<file path="src/rtl/cla_adder_pipe_if.sv">
// Handshake bundle for cla_adder_pipe: operand channel in, result channel out.
// The slave modport is the adder; the master modport is whoever feeds and drains it.
interface cla_adder_pipe_if #(
  parameter int unsigned WIDTH = 16
);
  logic             in_valid;
  logic             in_ready;
  logic [WIDTH-1:0] in_a;
  logic [WIDTH-1:0] in_b;
  logic             in_cin;
  logic             in_sub;
  logic             out_valid;
  logic             out_ready;
  logic [WIDTH-1:0] out_sum;
  logic             out_cout;
  logic             out_ovf;

  modport master (
    output in_valid, in_a, in_b, in_cin, in_sub, out_ready,
    input  in_ready, out_valid, out_sum, out_cout, out_ovf
  );

  modport slave (
    input  in_valid, in_a, in_b, in_cin, in_sub, out_ready,
    output in_ready, out_valid, out_sum, out_cout, out_ovf
  );
endinterface

</file>
<file path="src/rtl/cla_adder_pipe.sv">
// Two-stage pipelined carry-lookahead adder/subtractor: stage 1 resolves group carry-ins,
// stage 2 expands them to bit carries and forms sum, carry-out and signed overflow.
module cla_adder_pipe #(
  parameter int unsigned WIDTH = 16,
  parameter int unsigned GROUP = 4
) (
  input logic             clk,
  input logic             rst_n,
  cla_adder_pipe_if.slave bus
);
  localparam int unsigned NG = WIDTH / GROUP;

  if (GROUP != 4) begin : gen_bad_group
    $error("cla_adder_pipe: GROUP must be 4");
  end
  if ((WIDTH % 4) != 0 || WIDTH < 4) begin : gen_bad_width
    $error("cla_adder_pipe: WIDTH must be a non-zero multiple of 4");
  end

  // Group generate; p is the alive (OR) form, which is valid for generate/carry terms.
  function automatic logic grp_gen(input logic [3:0] g, input logic [3:0] p);
    return g[3] | (p[3] & g[2]) | (p[3] & p[2] & g[1]) | (p[3] & p[2] & p[1] & g[0]);
  endfunction

  // Flattened lookahead: carries into bits 0..3 plus the group carry-out in [4].
  function automatic logic [4:0] grp_carry(input logic [3:0] g, input logic [3:0] p,
                                           input logic c);
    logic [4:0] cy;
    cy[0] = c;
    cy[1] = g[0] | (p[0] & c);
    cy[2] = g[1] | (p[1] & g[0]) | (p[1] & p[0] & c);
    cy[3] = g[2] | (p[2] & g[1]) | (p[2] & p[1] & g[0]) | (p[2] & p[1] & p[0] & c);
    cy[4] = g[3] | (p[3] & g[2]) | (p[3] & p[2] & g[1]) | (p[3] & p[2] & p[1] & g[0])
          | (p[3] & p[2] & p[1] & p[0] & c);
    return cy;
  endfunction

  logic s1_valid_q, s2_valid_q;
  logic s1_adv, s2_adv, in_fire, s2_load;

  assign s2_adv       = ~s2_valid_q | bus.out_ready;
  assign s1_adv       = ~s1_valid_q | s2_adv;
  assign in_fire      = bus.in_valid & s1_adv;
  assign s2_load      = s1_valid_q & s2_adv;
  assign bus.in_ready = s1_adv;

  // Stage 1 combinational: operand preparation and second-level lookahead.
  logic [WIDTH-1:0] b_eff, g_d, p_d, t_d;
  logic             c0;
  logic [NG-1:0]    gc_d;

  assign b_eff = bus.in_sub ? ~bus.in_b : bus.in_b;
  assign c0    = bus.in_sub | bus.in_cin;
  assign g_d   = bus.in_a & b_eff;
  assign p_d   = bus.in_a | b_eff;
  assign t_d   = bus.in_a ^ b_eff;

  always_comb begin
    gc_d    = '0;
    gc_d[0] = c0;
    for (int unsigned k = 0; k + 1 < NG; k++) begin
      gc_d[k+1] = grp_gen(g_d[4*k +: 4], p_d[4*k +: 4]) | ((&p_d[4*k +: 4]) & gc_d[k]);
    end
  end

  logic [WIDTH-1:0] g_q, p_q, t_q;
  logic [NG-1:0]    gc_q;
  logic             a_msb_q, b_msb_q;

  always_ff @(posedge clk or negedge rst_n) begin
    if (!rst_n) begin
      s1_valid_q <= 1'b0;
      g_q        <= '0;
      p_q        <= '0;
      t_q        <= '0;
      gc_q       <= '0;
      a_msb_q    <= 1'b0;
      b_msb_q    <= 1'b0;
    end else begin
      if (s1_adv) s1_valid_q <= bus.in_valid;
      if (in_fire) begin
        g_q     <= g_d;
        p_q     <= p_d;
        t_q     <= t_d;
        gc_q    <= gc_d;
        a_msb_q <= bus.in_a[WIDTH-1];
        b_msb_q <= b_eff[WIDTH-1];
      end
    end
  end

  // Stage 2 combinational: per-group bit carries from the registered group carry-in.
  logic [WIDTH-1:0] carry, sum_d;
  logic [4:0]       cy;
  logic             cout_d, ovf_d;

  always_comb begin
    carry  = '0;
    cy     = '0;
    cout_d = 1'b0;
    for (int unsigned k = 0; k < NG; k++) begin
      cy                = grp_carry(g_q[4*k +: 4], p_q[4*k +: 4], gc_q[k]);
      carry[4*k +: 4]   = cy[3:0];
      cout_d            = cy[4];  // last iteration is the top group
    end
    sum_d = t_q ^ carry;
    ovf_d = (a_msb_q == b_msb_q) & (sum_d[WIDTH-1] != a_msb_q);
  end

  logic [WIDTH-1:0] sum_q;
  logic             cout_q, ovf_q;

  always_ff @(posedge clk or negedge rst_n) begin
    if (!rst_n) begin
      s2_valid_q <= 1'b0;
      sum_q      <= '0;
      cout_q     <= 1'b0;
      ovf_q      <= 1'b0;
    end else begin
      if (s2_adv) s2_valid_q <= s1_valid_q;
      if (s2_load) begin
        sum_q  <= sum_d;
        cout_q <= cout_d;
        ovf_q  <= ovf_d;
      end
    end
  end

  assign bus.out_valid = s2_valid_q;
  assign bus.out_sum   = sum_q;
  assign bus.out_cout  = cout_q;
  assign bus.out_ovf   = ovf_q;
endmodule
</file>
<file path="src/flat_wrapper.sv">
// flat-port wrapper written by rule: the top's interface ports become plain ports
module cla_adder_pipe_flat 
#(
  parameter int unsigned WIDTH = 16,
  parameter int unsigned GROUP = 4
)
  (clk, rst_n, bus_in_valid, bus_in_a, bus_in_b, bus_in_cin, bus_in_sub, bus_out_ready, bus_in_ready, bus_out_valid, bus_out_sum, bus_out_cout, bus_out_ovf);
  cla_adder_pipe_if #(.WIDTH(WIDTH)) bus_i ();
  input logic clk;
  input logic rst_n;
  input wire logic [$bits(bus_i.in_valid)-1:0] bus_in_valid;
  input wire logic [$bits(bus_i.in_a)-1:0] bus_in_a;
  input wire logic [$bits(bus_i.in_b)-1:0] bus_in_b;
  input wire logic [$bits(bus_i.in_cin)-1:0] bus_in_cin;
  input wire logic [$bits(bus_i.in_sub)-1:0] bus_in_sub;
  input wire logic [$bits(bus_i.out_ready)-1:0] bus_out_ready;
  output wire logic [$bits(bus_i.in_ready)-1:0] bus_in_ready;
  output wire logic [$bits(bus_i.out_valid)-1:0] bus_out_valid;
  output wire logic [$bits(bus_i.out_sum)-1:0] bus_out_sum;
  output wire logic [$bits(bus_i.out_cout)-1:0] bus_out_cout;
  output wire logic [$bits(bus_i.out_ovf)-1:0] bus_out_ovf;
  assign bus_i.in_valid = bus_in_valid;
  assign bus_i.in_a = bus_in_a;
  assign bus_i.in_b = bus_in_b;
  assign bus_i.in_cin = bus_in_cin;
  assign bus_i.in_sub = bus_in_sub;
  assign bus_i.out_ready = bus_out_ready;
  assign bus_in_ready = bus_i.in_ready;
  assign bus_out_valid = bus_i.out_valid;
  assign bus_out_sum = bus_i.out_sum;
  assign bus_out_cout = bus_i.out_cout;
  assign bus_out_ovf = bus_i.out_ovf;
  cla_adder_pipe #(.WIDTH(WIDTH), .GROUP(GROUP)) u_core (.clk(clk), .rst_n(rst_n), .bus(bus_i));
endmodule
</file>
<file path="config.mk">
export PLATFORM = sky130hd
export DESIGN_NAME = cla_adder_pipe_flat
export DESIGN_NICKNAME = d
export VERILOG_FILES = /design/src/rtl/cla_adder_pipe_if.sv /design/src/rtl/cla_adder_pipe.sv /design/src/flat_wrapper.sv
export SDC_FILE = /design/constraint.sdc
export NUM_CORES = 1
export LEC_CHECK = 0
export CELL_PAD_IN_SITES_DETAIL_PLACEMENT = 1
export CELL_PAD_IN_SITES_GLOBAL_PLACEMENT = 2
export CORE_ASPECT_RATIO = 1.5
export CORE_UTILIZATION = 34
export DETAILED_ROUTE_END_ITERATION = 8
export PLACE_DENSITY_LB_ADDON = 0.1
export SLEW_MARGIN = 5
export SYNTH_ARGS = -nofsm -noshare
export SYNTH_HDL_FRONTEND = slang
export SYNTH_SLANG_ARGS = --single-unit
</file>
<file path="constraint.sdc">
create_clock -name clk -period 1.7 [get_ports clk]
set_input_delay 0.425 -clock clk [delete_from_list [all_inputs] [get_ports clk]]
set_output_delay 0.425 -clock clk [all_outputs]
set_load 0.01 [all_outputs]
</file>
======== Word level (Yosys, flattened, before mapping) ========
Cells that the tools add are included.
word-level totals
  bits of input ports ..................... 38
  output and inout bits ................... 20
  logic and storage cells ................. 131
  flip-flop bits (word level) ............. 74
cells by class
  bitwise operators ....................... 114
  equality and inequality tests ........... 2
  muxes and demuxes ....................... 1
  reductions and logical operators ........ 3
operator list
  kind               number
  $and A1 B1 Y1      64
  $or A1 B1 Y1       43
  $xor A16 B16 Y16   2
  $and A16 B16 Y16   1
  $mux W16           1
  $not A16 Y16       1
  $or A16 B16 Y16    1
  $reduce_and A4 Y1  3
  $not A1 Y1         2
  $eq A1 B1 Y1       1
  $ne A1 B1 Y1       1

======== Depth between registers and ports, before layout ========
Gate-level depths: netlist (run 1).
  word-level depth ........................ 12
  mapped depth ............................ 10
  depth with buffers taken out ............ 8

======== Worst setup path after synthesis (run 1) ========
Ideal clock, no wire load.
  kind .................................... input -> register
  start ................................... in bus_in_sub
  end ..................................... reg u_core.gc_q[3]
  data arrival time ....................... 2.029 ns
  required time ........................... 1.623 ns
  setup slack ............................. -0.406 ns
  path buffers ............................ 2
  cell stages on the path ................. 9
  setup time .............................. 0.077 ns
  path through ............................ buf_6 -> buf_2 -> xor2_1 -> inv_1 -> ha_1 -> or4_1 -> a21oi_1 -> o41ai_1 -> o21ai_1
between the ends
  word-level cells in the longest chain between the ends .. 11
  elaborated cells on any way between the ends .. 37
  classes of those cells .................. 1 x mux; 33 x bitwise; 3 x reduce/logical
RTL lines
  item                                                               line                                        text
  from (decl)                                                        flat_wrapper.sv:15                          input wire logic [$bits(bus_i.in_sub)-1:0] bus_in_sub;
  $mux W16                                                           cla_adder_pipe.sv:52                        assign b_eff = bus.in_sub ? ~bus.in_b : bus.in_b;
  $or A16 B16 Y16 / $and A16 B16 Y16 (equally long branches)         cla_adder_pipe.sv:55, cla_adder_pipe.sv:54
  $and A1 B1 Y1                                                      cla_adder_pipe.sv:22                        return g[3] | (p[3] & g[2]) | (p[3] & p[2] & g[1]) | (p[3] & p[2] & p[1] & g[0]);
  $or A1 B1 Y1 / $and A1 B1 Y1 (equally long branches) (2 in a row)  cla_adder_pipe.sv:22
  $or A1 B1 Y1                                                       cla_adder_pipe.sv:22
  $or A1 B1 Y1                                                       cla_adder_pipe.sv:62                        gc_d[k+1] = grp_gen(g_d[4*k +: 4], p_d[4*k +: 4]) | ((&p_d[4*k +: 4]) & gc_d[k]);
  $and A1 B1 Y1                                                      cla_adder_pipe.sv:62
  $or A1 B1 Y1                                                       cla_adder_pipe.sv:62
  $and A1 B1 Y1                                                      cla_adder_pipe.sv:62
  $or A1 B1 Y1 *                                                     cla_adder_pipe.sv:62
  to (signal assigned)                                               cla_adder_pipe.sv:85                        gc_q <= gc_d;
  to (decl)                                                          cla_adder_pipe.sv:67                        logic [NG-1:0] gc_q;
Every way passes the cells marked *; elsewhere a longest branch is shown, timed or not.
A chain may end at the register's enable or synchronous reset.

======== Final worst setup path (run 1) ========
  start ................................... in bus_in_b[9]
  end ..................................... reg u_core.gc_q[3]
between the ends
  word-level cells in the longest chain between the ends .. 7
  elaborated cells on any way between the ends .. 12
  classes of those cells .................. 1 x mux; 10 x bitwise; 1 x reduce/logical
RTL lines
  item                                                        line                                        text
  from (decl)                                                 flat_wrapper.sv:13                          input wire logic [$bits(bus_i.in_b)-1:0] bus_in_b;
  $not A16 Y16                                                cla_adder_pipe.sv:52
  $mux W16 *                                                  cla_adder_pipe.sv:52
  $and A16 B16 Y16 / $or A16 B16 Y16 (equally long branches)  cla_adder_pipe.sv:54, cla_adder_pipe.sv:55
  $and A1 B1 Y1                                               cla_adder_pipe.sv:22
  $or A1 B1 Y1 / $and A1 B1 Y1 (equally long branches)        cla_adder_pipe.sv:22
  $or A1 B1 Y1                                                cla_adder_pipe.sv:22
  $or A1 B1 Y1 *                                              cla_adder_pipe.sv:62
Marks and branches as above.

==> results of run 1 <==
-- cell usage in the layout, fill, tap and decap left out, types with 3 or more instances in the layout --
cell type	count
clkbuf_16	9
ha_4	3
dlymetal6s2s_1	8
a21o_1	7
nor2_1	4
inv_1	26
clkdlybuf4s50_1	33
xor2_1	6
ha_1	20
dfrtp_1	68
o21ai_1	25
o21ai_0	12
nand2b_1	6
xor2_2	10
xnor2_1	13
dlygate4sd2_1	12
a21oi_1	6
buf_4	37
buf_12	6
inv_2	5
nand2_1	37
mux2_1	28
ha_2	7
-- routing by layer --
metal,up-vias,GRT usage
met5,-,0
met4,0,0.0648
met3,6,0.0393
met2,38,0.334
met1,1275,0.210
li1,1266,-
-- registers in the layout, summed over array words and instances (netlist names), 4 cells and up --
| register | count |
|---|---|
| u_core.t_q | 16 |
| u_core.p_q | 13 |
| u_core.g_q | 13 |
| u_core.bus.out_sum | 16 |
| u_core.gc_q | 4 |
-- worst max path at each step --
| stage | endpoint | slack [ns] | cells past startpoint |
|---|---|---|---|
| 6_report | u_core.gc_q[3] | -0.003 | 8 |
| 5_1_grt | u_core.gc_q[3] | -0.07 | 9 |
| 4_1_cts | u_core.gc_q[3] | -0.03 | 11 |
| 3_5_place_dp | u_core.gc_q[3] | -0.83 | 9 |
| 3_3_place_gp | u_core.gc_q[3] | -0.77 | 9 |
| 2_1_floorplan | u_core.gc_q[3] | -0.23 | 9 |
-- stage by stage --
stage | worst slack, ns | power [uW] | instances | util | cell area [um^2]
after floorplan | -0.229 | 3050 | 323 | - | 3520
after CTS | -0.0276 | 5980 | 542 | 0.498 | 5020
final | -0.00303 | 5940 | 545 | 0.511 | 5150
after global placement | -0.772 | 3860 | 522 | 0.447 | 4500
after detailed placement | -0.834 | 3910 | 522 | 0.447 | 4500
after global routing | -0.0724 | 6310 | 545 | 0.511 | 5150
-- power breakdown --
group	switching, uW	internal (uW)
Sequential	238	2010
Combinational	747	971
Clock	665	1310
Total	1650	4290
-- cells by family (layout without fill, tap and decap cells) --
group                    after synthesis  in the layout
XOR/XNOR                              32             32
adder cells (fa/ha/maj)               30             30
buffers and inverters                 43            148
flip-flops                            68             68
AND/OR/NAND/NOR                       57             57
AO/OA/AOI/OAI                         64             64
multiplexers                          29             29
-- what timing repair did --
action,CTS,global route
gates cloned,2,0
setup buffers,5,3
setup endpoints to repair,33,5
pin swaps,14,14
hold buffers,0,0
resized for setup,50,31
-- worst register-to-register path, stage by stage (launching register included) --
cell and delay [ns]:
dfrtp_1 0.39, a211oi_2 0.29, o21bai_2 0.13, xnor2_1 0.18
and3_1 0.20, o31a_1 0.27
-- final cells by class --
type,count,share of cell area
Timing Repair Buffer,103,0.200
Clock buffer,12,0.0479
Inverter,31,0.0226
Sequential cell,68,0.330
Clock inverter,2,0.0117
Multi-Input combinational cell,212,0.359
Tap cell,117,0.0284
==> implementation parameters, run 1 <==
Parameter                              Value

Power and ir drop
  Worst vdd ir    0.720 mV
  Total power divided by cell area    about 1200 mW/mm^2
  Static leakage    0.00249 uW

Global route
  Vias in the first global route    roughly 2,900
  Overall Global Routing Usage    0.184
  Maximum number of pins on one net before global-route repair    33
  First-pass GRT wire length    14,800 um
  Overall overflow remaining after global route    0
  Number of antenna violations at the first check in global routing    0

Floorplan
  Area of the core    between 0.01 and 0.015 mm^2
  Die extent in y    126 um
  X dimension of the die    84.8 um
  Num rows    45
  I/O pin count    58
  Initial Utilization    0.347
  Overall die area    about 0.011 mm^2

Worst setup path
  Critical path required time    1.95 ns
  Reg-to-Reg Start    u_core.gc_q[3]
  Number of cells traversed by the worst register-to-register path    5
  Biggest fanout along the worst timing path    3
  Cell type group with the largest total delay on the critical path    simple AND/OR/NAND/NOR gates
  Worst Setup Path Type    primary input to register
  Crit path largest cell delay    0.55 ns
  Cell at the slowest stage of the critical path    or4_4
  Critical Path Source Type    primary input
  Register-to-Register Setup Slack    0.13 ns
  Data arrival, critical path    slightly below 2 ns
  Critical path endpoint category    register
  Worst setup path startpoint    bus_in_b[9]
  Crit-path cells    dlygate4sd2_1, xor2_2, inv_1, ha_2, or4_4, a21oi_4, o41ai_2, o21ai_1
  Buffer and inverter count on the worst path    2
  RR Endpoint    u_core.bus.out_ovf

Final layout
  Fin nets    493
  Total area of sequential cells    0.00170 mm^2
  Filler cell count    1,108
  Multi-input logic area    around 0.0018 mm^2
  Layout cells sized above 1    0.248
  Antenna diode instance count    0
  P&R area growth vs syn    47.3%

Yosys
  Mapped Area    approximately 0.0035 mm^2
  Sequential fraction of the synthesis area    0.487
  Leading cell types by count after synthesis    dfrtp_1 (68), nand2_1 (38), inv_1 (31), ha_1 (30), mux2_1 (28)
  Largest cells by area after synthesis    dfrtp_1 (49%), ha_1 (11%), mux2_1 (9.0%)
  Total number of yosys warnings    0
  Cell variety after synth    35
  Synthesized-area fraction occupied by ao, oa, aoi and oai cells    0.107
  Synthesized-area fraction occupied by adder cells    0.107
  Simple-Gate Fraction of Synth Area    0.0720
  Share of the synthesized area in the top cell type    0.487
  Post-synthesis mux area share    0.0934
  Number of enable-type register cells in the synthesized netlist    0
  Number of register bits inferred by synthesis    68
  Ys flop type    dfrtp_1
  Nets in the synthesized netlist    391
  Library cell occupying the most area in the post-synthesis netlist    dfrtp_1
  Synth Area per Inst    10.8 um^2
  Main combinational cell family by area after synthesis    adder cells
  Most common cell in the synthesized netlist    dfrtp_1
  Syn Inst Count    323
  Post-synth ARST share    1.00
  Post-Synth XOR/XNOR Area    0.0823

Clocking
  TritonCTS buffer count    9
  CTS tree    done
  Worst-Skew Late Latency    0.32 ns
  Clk buf depth    2
  Clock edge transition at the registers on the reported setup and hold paths    0.05 ns
  Count of H-tree levels built during CTS    3
  Master cell of the clock root buffer    clkbuf_16
  CTS sink count    68

Detailed routing
  Metal2 WL    4990 um
  Average vias per placed instance    4.74
  Average wire length per cell after detail routing    16.1 um
  Routed vias    2,585
  Initial DRT Pass Iterations    8
  Routed length on met1    about 3500 um
  Antenna viol nets, final    0
  Highest metal layer with signal wires    met4
  Detailed-routed wire length on met3    roughly 200 um
  Post-route DRC    3
  Initial DRC Count    51
  Detailed-route wire length    around 9000 um

STA
  Period utilisation layout    1.00
  Transition at the pin with the smallest max-transition slack    ~0.38 ns
  Final Max Slew Viols    0
  Endpoints failing setup    1
  Setup repair after global routing missed its margin    true
  Slew Limit Headroom    0.746
  Final TNS setup    -0.00303 ns
  Final hold viol count    0
  Time the worst path needs with I/O delays and setup    1.70 ns
  Post-route setup slack    -0.00303 ns
  Final clock skew    0.00536 ns
  Top achievable clock speed    0.587 GHz
  Tightest hold margin    0.0139 ns

Placed design
  Buffers added on ports    57
  Placer's final routability congestion estimate    0.736
  Sum of net half-perimeters after detailed placement    6100 um

Run
  Number of maximum-capacitance constraint violations    0

Run status
  Failing checks    DRC, setup timing
  Status    complete, but fails checks

Worst hold path
  Path type of the worst min-delay path    primary input to asynchronous set/reset pin
(Power assumes the default switching activity.)
==> run 2: changes to the inputs <==
Settings changed: PLACE_DENSITY set to 0.8, PLACE_DENSITY_LB_ADDON 0.1 to not set.
==> run 2 against run 1 <==
The run ends with DRC left. Hold slack got worse by 0.0065 ns. Utilization hardly changed. Global-route usage decreased by 0.46 points. Non-clock buffer count grew 2. Final cell count up 0.37%. Register-to-register slack is essentially flat. Sequential power hardly changed. Critical path depth unchanged. Routed wire length fell by 0.36%. Critical endpoint is now u_core.t_q[14]. Largest cell class unchanged. Largest power group unchanged.
==> implementation parameters, run 2 (synthesis gave the netlist of run 1 again) <==
Parameter                              Value

Run status
  Status    complete, but fails checks
  Failing checks    DRC

Worst setup path
  Number of cells traversed by the worst register-to-register path    5
  Critical path required time    1.90 ns
  Biggest fanout along the worst timing path    8
  Worst Setup Path Type    primary input to register
  Reg-to-Reg Start    u_core.gc_q[3]
  Data arrival, critical path    roughly 1.9 ns
  Critical path endpoint category    register
  Critical Path Source Type    primary input
  Crit path largest cell delay    approximately 0.28 ns
  Worst setup path startpoint    bus_in_sub
  Buffer and inverter count on the worst path    5
  Cell type group with the largest total delay on the critical path    buffers and inverters
  Cell at the slowest stage of the critical path    bufbuf_16
  Depth of the critical timing path with buffers and inverters included    8
  Crit-path cells    buf_6, bufbuf_16, buf_4, buf_4, xor2_2, inv_1, ha_1, mux2_1
  Crit-path most repeated cell    buf_4

Clocking
  Count of H-tree levels built during CTS    3
  TritonCTS buffer count    9
  Worst-Skew Late Latency    0.32 ns
  CTS tree    done
  Master cell of the clock root buffer    clkbuf_16
  Hold buffer count at CTS    0
  Clk buf depth    2
  Clock edge transition at the registers on the reported setup and hold paths    0.06 ns
  CTS sink count    68

Floorplan
  Area of the core    0.0101 mm^2
  Num rows    45
  Die extent in y    126 um
  Overall die area    ~0.011 mm^2
  X dimension of the die    between 80 and 90 um
  Initial Utilization    0.347
  I/O pin count    58

Power and ir drop
  Total power divided by cell area    1150 mW/mm^2
  Worst vdd ir    0.545 mV
  Static leakage    0.00245 uW

STA
  Final clock skew    0.00629 ns
  Final TNS setup    0 ns
  Endpoints failing setup    0
  Setup repair after global routing missed its margin    true
  Period utilisation layout    0.977
  Time the worst path needs with I/O delays and setup    approximately 1.7 ns
  Slew Limit Headroom    0.761
  Transition at the pin with the smallest max-transition slack    0.359 ns
  Top achievable clock speed    0.602 GHz
  Final hold viol count    0
  Final Max Slew Viols    0

Detailed routing
  Post-route DRC    2
  Antenna viol nets, final    0
  Detailed-route wire length    8770 um
  Initial DRT Pass Iterations    8
  Routed vias    2,590
  Average wire length per cell after detail routing    16.0 um
  Average vias per placed instance    4.73
  Initial DRC Count    71

Final layout
  Most frequent cells in the layout    dfrtp_1 (68), buf_4 (39), nand2_1 (37)
  Area of all placed cells without fillers    0.00515 mm^2
  Post-Layout Cell Count    ~550
  Commonest non-fill, non-tap cell in the layout    dfrtp_1
  Fin nets    around 500
  Share of the core filled with cells    0.511
  Layout cells sized above 1    0.240
  Filler cell count    1,075
  Antenna diode instance count    0
  P&R area growth vs syn    47.4%

Run
  Number of maximum-capacitance constraint violations    0

Placed design
  Sum of net half-perimeters after detailed placement    6260 um
  Post-Place Cells    ~520
  Buffers added on ports    57
  Placer's final routability congestion estimate    0.764
  Placement Cell Area    0.00452 mm^2

Global route
  First-pass GRT wire length    ~15,000 um
  Overall Global Routing Usage    0.179
  Overall overflow remaining after global route    0
  Number of antenna violations at the first check in global routing    0
  Maximum number of pins on one net before global-route repair    29
  Vias in the first global route    2,950

Worst hold path
  Path type of the worst min-delay path    primary input to asynchronous set/reset pin
-- run 2: where the power goes --
group / internal [uW] / switching (uW) / total, uW
registers: 2010 / 245 / 2260
logic: 980 / 749 / 1730
clock network: 1280 / 645 / 1920
-- run 2: routing by layer --
metal  wire, um  track usage  up-vias
met5          0            0        -
met1       3380        0.190     1276
li1           -            -     1271
met2       5040        0.344       35
met3        202       0.0321        8
met4        138       0.0698        0
-- run 2: path summary, 6_finish.rpt --
| check | slack (ns) | end |
|---|---|---|
| max reg2reg | 0.13 | u_core.bus.out_ovf |
| max in group asynchronous | 1.14 | u_core.b_msb_q |
| min in group clk | 0.48 | u_core.p_q[5] |
| min reg2reg | 0.48 | u_core.p_q[5] |
| max | 0.04 | u_core.t_q[14] |
| min | 0.007 | u_core.p_q[10] |
-- run 2: cell type report --
type	count	area, um^2	area share
clock buffer	13	280	0.0544
clock inverter	1	30.0	0.00583
inverter	31	116	0.0226
multi-input combinational	212	1820	0.354
sequential	68	1700	0.330
tap	117	146	0.0284
timing repair buffer	105	1050	0.205
-- run 2: repair_timing --
action,4_1_cts,5_1_grt
endpoints found under the hold margin,0,0
resized for setup,58,14
endpoints found under the setup margin,33,6
gates cloned,3,0
buffers inserted,7,0
pin swaps,22,12
-- run 2: through the flow --
step	hold slack (ns)	setup WS [ns]	power (uW)
6_report	0.00734	0.0397	5910
5_1_grt	0.0159	-0.0280	6250
4_1_cts	0.00229	0.000364	5960
3_5_place_dp	0.355	-0.835	3910
3_3_place_gp	0.347	-0.758	3840
2_1_floorplan	0.129	-0.229	3050
